**config.mk**
```make
export PLATFORM = sky130hd
export DESIGN_NAME = boton_dir_conditioner
export DESIGN_NICKNAME = d
export VERILOG_FILES = /design/src/rtl/boton_dir_conditioner_pkg.sv /design/src/rtl/boton_dir_conditioner_sync_2ff.sv /design/src/rtl/boton_dir_conditioner.sv
export SDC_FILE = /design/constraint.sdc
export NUM_CORES = 1
export LEC_CHECK = 0
export ABC_AREA = 1
export CAP_MARGIN = 10
export CORE_MARGIN = 2
export CORE_UTILIZATION = 30
export CTS_BUF_LIST = sky130_fd_sc_hd__clkbuf_8
export DETAILED_ROUTE_END_ITERATION = 8
export DONT_BUFFER_PORTS = 1
export PLACE_DENSITY = 0.56
export SLEW_MARGIN = 20
export SYNTH_ARGS = -nofsm -noshare
export SYNTH_HDL_FRONTEND = slang
export SYNTH_SLANG_ARGS = --single-unit
```
**constraint.sdc**
```tcl
create_clock -name clk -period 2 [get_ports clk]
set_clock_uncertainty 0.2 [all_clocks]
set_input_delay 0.1 -clock clk [delete_from_list [all_inputs] [get_ports clk]]
set_output_delay 0.1 -clock clk [all_outputs]
set_load 0.02 [all_outputs]
```
**src/rtl/boton_dir_conditioner_pkg.sv**
```systemverilog
// Shared definitions for the push-button conditioner: the debounce state
// encoding and a helper that sizes the debounce counter.
package boton_dir_conditioner_pkg;

  typedef enum logic [1:0] {
    ST_RELEASED    = 2'd0,
    ST_PRESS_CHK   = 2'd1,
    ST_PRESSED     = 2'd2,
    ST_RELEASE_CHK = 2'd3
  } btn_state_t;

  // Counter must hold 0 .. n-1; never narrower than one bit.
  function automatic int cnt_width(input int n);
    return (n <= 2) ? 1 : $clog2(n);
  endfunction

endpackage

```
**src/rtl/boton_dir_conditioner_sync_2ff.sv**
```systemverilog
// Two-stage single-bit synchroniser with synchronous clear to 0.
// Generic enough to reuse for other asynchronous board pins.
module sync_2ff (
  input  logic clk,
  input  logic rst,
  input  logic d,
  output logic q
);

  logic meta_reg;
  logic sync_reg;

  // Shift the asynchronous input through two flops; both clear on reset.
  always_ff @(posedge clk) begin
    if (rst) begin
      meta_reg <= 1'b0;
      sync_reg <= 1'b0;
    end else begin
      meta_reg <= d;
      sync_reg <= meta_reg;
    end
  end

  assign q = sync_reg;

endmodule

```
**src/rtl/boton_dir_conditioner.sv**
```systemverilog
// Push-button conditioner: polarity fix, 2-FF synchroniser, debounce FSM,
// registered press/release pulses and a direction bit that toggles per press.
module boton_dir_conditioner
  import boton_dir_conditioner_pkg::*;
#(
  parameter int DEBOUNCE_CNT = 500000,
  parameter bit ACTIVE_LOW   = 1'b1,
  parameter bit DIR_RESET    = 1'b0
) (
  input  logic clk,
  input  logic rst,
  input  logic btn_raw,
  output logic btn_level,
  output logic btn_press,
  output logic btn_release,
  output logic dir
);

  localparam int              CNT_W    = cnt_width(DEBOUNCE_CNT);
  localparam logic [CNT_W-1:0] CNT_LAST = CNT_W'(DEBOUNCE_CNT - 1);
  localparam logic [CNT_W-1:0] CNT_ONE  = CNT_W'(1);

  logic       p;
  logic       btn_s;

  btn_state_t       state_reg, state_next;
  logic [CNT_W-1:0] cnt_reg, cnt_next;
  logic             level_reg, level_next;
  logic             press_reg, press_next;
  logic             release_reg, release_next;
  logic             dir_reg, dir_next;

  // Normalise so that 1 always means "pressed" before crossing domains.
  assign p = btn_raw ^ ACTIVE_LOW;

  sync_2ff u_sync (
    .clk (clk),
    .rst (rst),
    .d   (p),
    .q   (btn_s)
  );

  // State, counter and all outputs are registered so the outputs never glitch.
  always_ff @(posedge clk) begin
    if (rst) begin
      state_reg   <= ST_RELEASED;
      cnt_reg     <= '0;
      level_reg   <= 1'b0;
      press_reg   <= 1'b0;
      release_reg <= 1'b0;
      dir_reg     <= DIR_RESET;
    end else begin
      state_reg   <= state_next;
      cnt_reg     <= cnt_next;
      level_reg   <= level_next;
      press_reg   <= press_next;
      release_reg <= release_next;
      dir_reg     <= dir_next;
    end
  end

  // Debounce transitions; pulses and dir are computed on the accepting edge
  // so they appear together with the new stable state.
  always_comb begin
    state_next   = state_reg;
    cnt_next     = cnt_reg;
    press_next   = 1'b0;
    release_next = 1'b0;
    dir_next     = dir_reg;
    case (state_reg)
      ST_RELEASED: begin
        if (btn_s) begin
          state_next = ST_PRESS_CHK;
          cnt_next   = '0;
        end
      end
      ST_PRESS_CHK: begin
        if (!btn_s) begin
          state_next = ST_RELEASED;
        end else if (cnt_reg == CNT_LAST) begin
          state_next = ST_PRESSED;
          press_next = 1'b1;
          dir_next   = ~dir_reg;
        end else begin
          cnt_next = cnt_reg + CNT_ONE;
        end
      end
      ST_PRESSED: begin
        if (!btn_s) begin
          state_next = ST_RELEASE_CHK;
          cnt_next   = '0;
        end
      end
      ST_RELEASE_CHK: begin
        if (btn_s) begin
          state_next = ST_PRESSED;
        end else if (cnt_reg == CNT_LAST) begin
          state_next   = ST_RELEASED;
          release_next = 1'b1;
        end else begin
          cnt_next = cnt_reg + CNT_ONE;
        end
      end
      default: begin
        state_next = ST_RELEASED;
        cnt_next   = '0;
      end
    endcase
    level_next = (state_next == ST_PRESSED) || (state_next == ST_RELEASE_CHK);
  end

  assign btn_level   = level_reg;
  assign btn_press   = press_reg;
  assign btn_release = release_reg;
  assign dir         = dir_reg;

endmodule

```
== Word-level counts from Yosys, hierarchy flattened ==
Index checks and enable logic that the tools add are counted.
W data, S select, Z words.

* Register bits after elaboration: 27
* Input bits: 3
* Output and inout bits: 4

* Add/subtract/negate cells: 1
* Equality and inequality tests: 10
* Multiplexer cells: 14
* Bitwise logic cells: 5
* Reductions and logical operators: 6

{| class="wikitable"
|+ Operator list
! cell !! number
|-
| $mux W19 || 5
|-
| $pmux W19 S4 || 1
|-
| $add A19 B1 Y19 const B || 1
|-
| $eq A19 B19 Y1 const B || 1
|-
| $mux W2 || 6
|-
| $eq A2 B2 Y1 const B || 4
|-
| $pmux W2 S4 || 1
|-
| $reduce_or A3 Y1 || 2
|-
| $not A1 Y1 || 5
|-
| $ne A2 B1 Y1 const B || 2
|-
| $ne A2 B2 Y1 const B || 2
|-
| $reduce_and A4 Y1 || 1
|-
| $reduce_and A3 Y1 || 1
|-
| $eq A2 B1 Y1 const B || 1
|-
| $logic_not A2 Y1 || 1
|-
| $logic_or A1 B1 Y1 || 1
|-
| $mux W1 || 1
|}

== Depth between registers and ports, before layout ==
* Word-level depth: 6
* Mapped depth: 10
* Depth with buffers taken out: 10

== Hierarchy ==
Synthesis repeated with hierarchy kept, for this count alone.

* Cell total of the unflattened synthesis: 225
* Area, all modules: 1544.0 µm²

{| class="wikitable"
|+ Modules (own cells, without submodules)
! module !! instances !! cells each !! area each (µm²)
|-
| boton_dir_conditioner || 1 || 219 || 1488.9
|-
| sync_2ff || 1 || 6 || 55.1
|}

== Worst setup path before layout ==
OpenSTA, ideal clock, no wires.

* Path type: register to register
* From: register cnt_reg[0]
* To: register cnt_reg[11]
* Data arrival time: 1.407 ns
* Required time: 1.672 ns
* Slack: 0.265 ns
* Stages on the path, launching flop included: 10
* Path buffers: 1
* Cell sequence: dfxtp_1 ha_1 nand3_2 nor2_2 nand3_4 nand2_4 buf_6 nor2_1 nor2_1 nor2_1

* Longest elaborated chain between the ends: 4
* Elaborated cells on any way between the ends: 6
* Those cells by class: add/sub (1); eq/ne (1); mux (4)

{| class="wikitable"
|+ Ends and longest elaborated chain
! item !! line !! source
|-
| from (decl) || boton_dir_conditioner.sv:27 || <nowiki>logic [CNT_W-1:0] cnt_reg, cnt_next;</nowiki>
|-
| from (signal assigned) || boton_dir_conditioner.sv:54 || <nowiki>cnt_reg <= cnt_next;</nowiki>
|-
| $add A19 B1 Y19 / $eq A19 B19 Y1 (equally long branches) || n/a ||
|-
| $mux W19 * || boton_dir_conditioner.sv:80, boton_dir_conditioner.sv:97 ||
|-
| $mux W19 (on tied branches) || boton_dir_conditioner.sv:95, boton_dir_conditioner.sv:78 ||
|-
| $pmux W19 S4 * || boton_dir_conditioner.sv:70 || <nowiki>case (state_reg)</nowiki>
|}

Mark *: on every way between the ends. The rest lies on a longest branch, timed or not. The select of a mux whose other input is x is not followed.
A chain may end at the register's enable or synchronous reset.

== Worst setup path after layout ==
* From: register cnt_reg[1]
* To: register cnt_reg[8]

The elaborated chain is that of the path after synthesis.

==> impl_metrics.json <==
{
  "cellPowerDensity_nw_per_um2": 563,
  "cts_tree": "done",
  "core_region_area_um2": 5010,
  "synthMuxAreaShare_pct": 0,
  "clk_latency_ps": 270,
  "cp-start-kind": "flop",
  "p_comb_share_pct": 4.1,
  "gp_congestion": 0.896,
  "synth_top_family_by_area": "simple AND/OR/NAND/NOR gates",
  "worst_pin_slew_ps": 554,
  "path_class": "flop to flop",
  "post_dp_cell_area_um2": 1660,
  "drive_gt1_share_pct": 11.7,
  "grt_pass1_wl_um": 6620,
  "routed_wl_um": 3740,
  "stdcell_count": 326,
  "drt-pass1-iter-count": 4,
  "synthSimpleGateAreaFrac_pct": 45.1,
  "synth_xor_xnor_area_share_pct": 3.92,
  "p_sw_share_pct": 20.4,
  "postSynthCellCount": 242,
  "period_share_pct": 90.6,
  "synth_edf_count": 0,
  "max_freq_ghz": 0.552,
  "syn_avg_cell_area_um2": 6.33,
  "synth_compound_area_share_pct": 6.12,
  "clock-root-buffer": "clkbuf_8",
  "dieArea_um2": 5700,
  "peakVddDrop_mv": 0.367,
  "num_vias": 1503,
  "drtAntennaViolNets": 0,
  "outcome": "finished clean",
  "rows": 26,
  "cp.arrival_ps": 1830,
  "maxCapViolCount": 0,
  "dpl.cell_count": 318,
  "crit_fanout": 8,
  "io_pins": 7,
  "grt-ovfl-total": 0,
  "synthesis.area_um2": 1530,
  "viasPerCell": 4.61,
  "power.switching_w": 0.000205,
  "seq_power_share_pct": 51.9,
  "cts.clk_slew.worst_paths_ps": 100,
  "syn2layout_area_growth_pct": 16.7,
  "drc": 0,
  "synthAdderAreaFrac_pct": 0.816,
  "drv_slew": 0,
  "dp_hpwl_um": 2820,
  "yosys_register_bits": 26,
  "grt_pass1_vias": 1427,
  "synth_warnings": 0,
  "routedWlPerCell_um": 11.5,
  "synth_nets": 246,
  "largest_reg_flops": 19,
  "slew_headroom_pct": 62.9,
  "antenna_found_initial": 0,
  "cts.sinks": 26,
  "finalSetupViolCount": 0,
  "synthFlopType": "dfxtp_1",
  "finalHoldViolCount": 0,
  "p_int_w": 0.000802,
  "ys_types": 27,
  "initial_core_util_pct": 30.6,
  "chipWidth_um": 75.5,
  "async_flop_share_pct": 0,
  "postLayoutCoreUtil_pct": 35.7,
  "period_needed_ps": 1810,
  "fin_tns_setup_ps": 0,
  "leakage_nw": 0.711,
  "crit_required_ps": 2020,
  "rsz0062_at_grt": "false",
  "io_buffers": 0,
  "finalNetCount": 261,
  "clkPwrFrac_pct": 44.0,
  "cts_buffers": 3,
  "grt_max_degree": 16,
  "track_usage_pct": 14.9,
  "diodes": 0,
  "worstSetupEndpointType": "flop",
  "min_path_type": "flop to flop",
  "fillers": 573,
  "ys_seq_area_share_pct": 34.0,
  "chipHeight_um": 75.5,
  "clockBufferDepth": 2,
  "power_w": 0.00101,
  "stdcell_area_um2": 1790,
  "first_iter_violations": 62,
  "htree_num_levels": 1
}
[path summary, 6_finish.rpt]
check,start,end,slack [ps],cells after the start
setup reg to reg,cnt_reg[1]$_SDFFE_PP0P_,cnt_reg[8]$_SDFFE_PP0P_,190,9
hold / removal,u_sync.meta_reg$_SDFF_PP0_,u_sync.q$_SDFF_PP0_,230,2
hold reg to reg,u_sync.meta_reg$_SDFF_PP0_,u_sync.q$_SDFF_PP0_,230,2
setup / recovery,cnt_reg[1]$_SDFFE_PP0P_,cnt_reg[8]$_SDFFE_PP0P_,190,9
[cells by family after synthesis]
group,count (synthesis)
simple gates,157
flops,26
xor+xnor,6
fa+ha+maj,1
compound gates,17
buf+inv,35
[per-stage QoR]
stage	worst slack [ps]	hold slack, ps
3_3_place_gp	136	-30.0
5_1_grt	5.07	242
3_5_place_dp	123	-30.8
4_1_cts	102	219
2_1_floorplan	265	-33.3
6_report	187	230
[synth_stat cells (2+ instances only)]
| cell | n | area share, % |
|---|---|---|
| inv_1 | 26 | 6.4 |
| buf_6 | 2 | 1.5 |
| nor3_1 | 3 | 0.98 |
| a21oi_1 | 14 | 4.6 |
| xor2_1 | 5 | 2.9 |
| nand4_1 | 10 | 4.1 |
| nand3_1 | 23 | 7.5 |
| buf_4 | 2 | 0.98 |
| nand2_1 | 59 | 14 |
| inv_2 | 2 | 0.49 |
| nor2_2 | 2 | 0.82 |
| dfxtp_1 | 26 | 34 |
| nor2_1 | 54 | 13 |
[layer usage]
layer | track usage (%) | share of wire, %
met5 | 0 | 0
met4 | 2.34 | 0.19
met3 | 3.84 | 4.0
met2 | 24.7 | 47
met1 | 20.0 | 48
[cell type report]
| type | count | area, um^2 | area share [%] |
|---|---|---|---|
| well taps | 70 | 87.6 | 4.90 |
| inverters | 29 | 109 | 6.08 |
| repair buffers | 16 | 128 | 7.13 |
| clock buffers | 3 | 41.3 | 2.31 |
| clock inverters | 1 | 30.0 | 1.68 |
| flip-flops and latches | 26 | 520 | 29.1 |
| multi-input cells | 181 | 873 | 48.8 |
[placed cells by master (no fill, tap or decap), types with 3 or more instances in the layout]
cell,netlist,layout
nand3_1,23,22
nor3_1,3,3
a21oi_1,14,14
xor2_1,5,5
nand4_1,10,10
buf_4,2,13
clkbuf_8,0,3
inv_1,26,26
nor2_1,54,53
nor2_2,2,3
dlygate4sd3_1,0,3
dfxtp_1,26,26
nand2_1,59,59
[repair_timing]
item                       4_1_cts  5_1_grt
setup endpoints to repair        0        4
resized for setup                0        3
hold buffers                     3        0
hold endpoints to repair        19        0
setup buffers                    0        1
[power by group through the flow]
| stage | Combinational (W) | Clock, W | Sequential, W |
|---|---|---|---|
| final | 0.0000414 | 0.000443 | 0.000523 |
| after global routing | 0.0000461 | 0.000472 | 0.000523 |
| after floorplan | 0.0000241 | 0 | 0.000535 |
| after global placement | 0.0000315 | 0 | 0.000535 |
| after CTS | 0.0000407 | 0.000463 | 0.000523 |
| after detailed placement | 0.0000314 | 0 | 0.000535 |
[critical path: stages (launching register included)]
cell and delay [ps]:
dfxtp_1 380, ha_1 200, nand3_2 120, nor2_2 170, nand3_4 170, nand3_1 110, nand2_1 110, inv_2 150
nand2_1 70, nor2_1 80
Note: power is estimated with default switching activity, not from simulation.
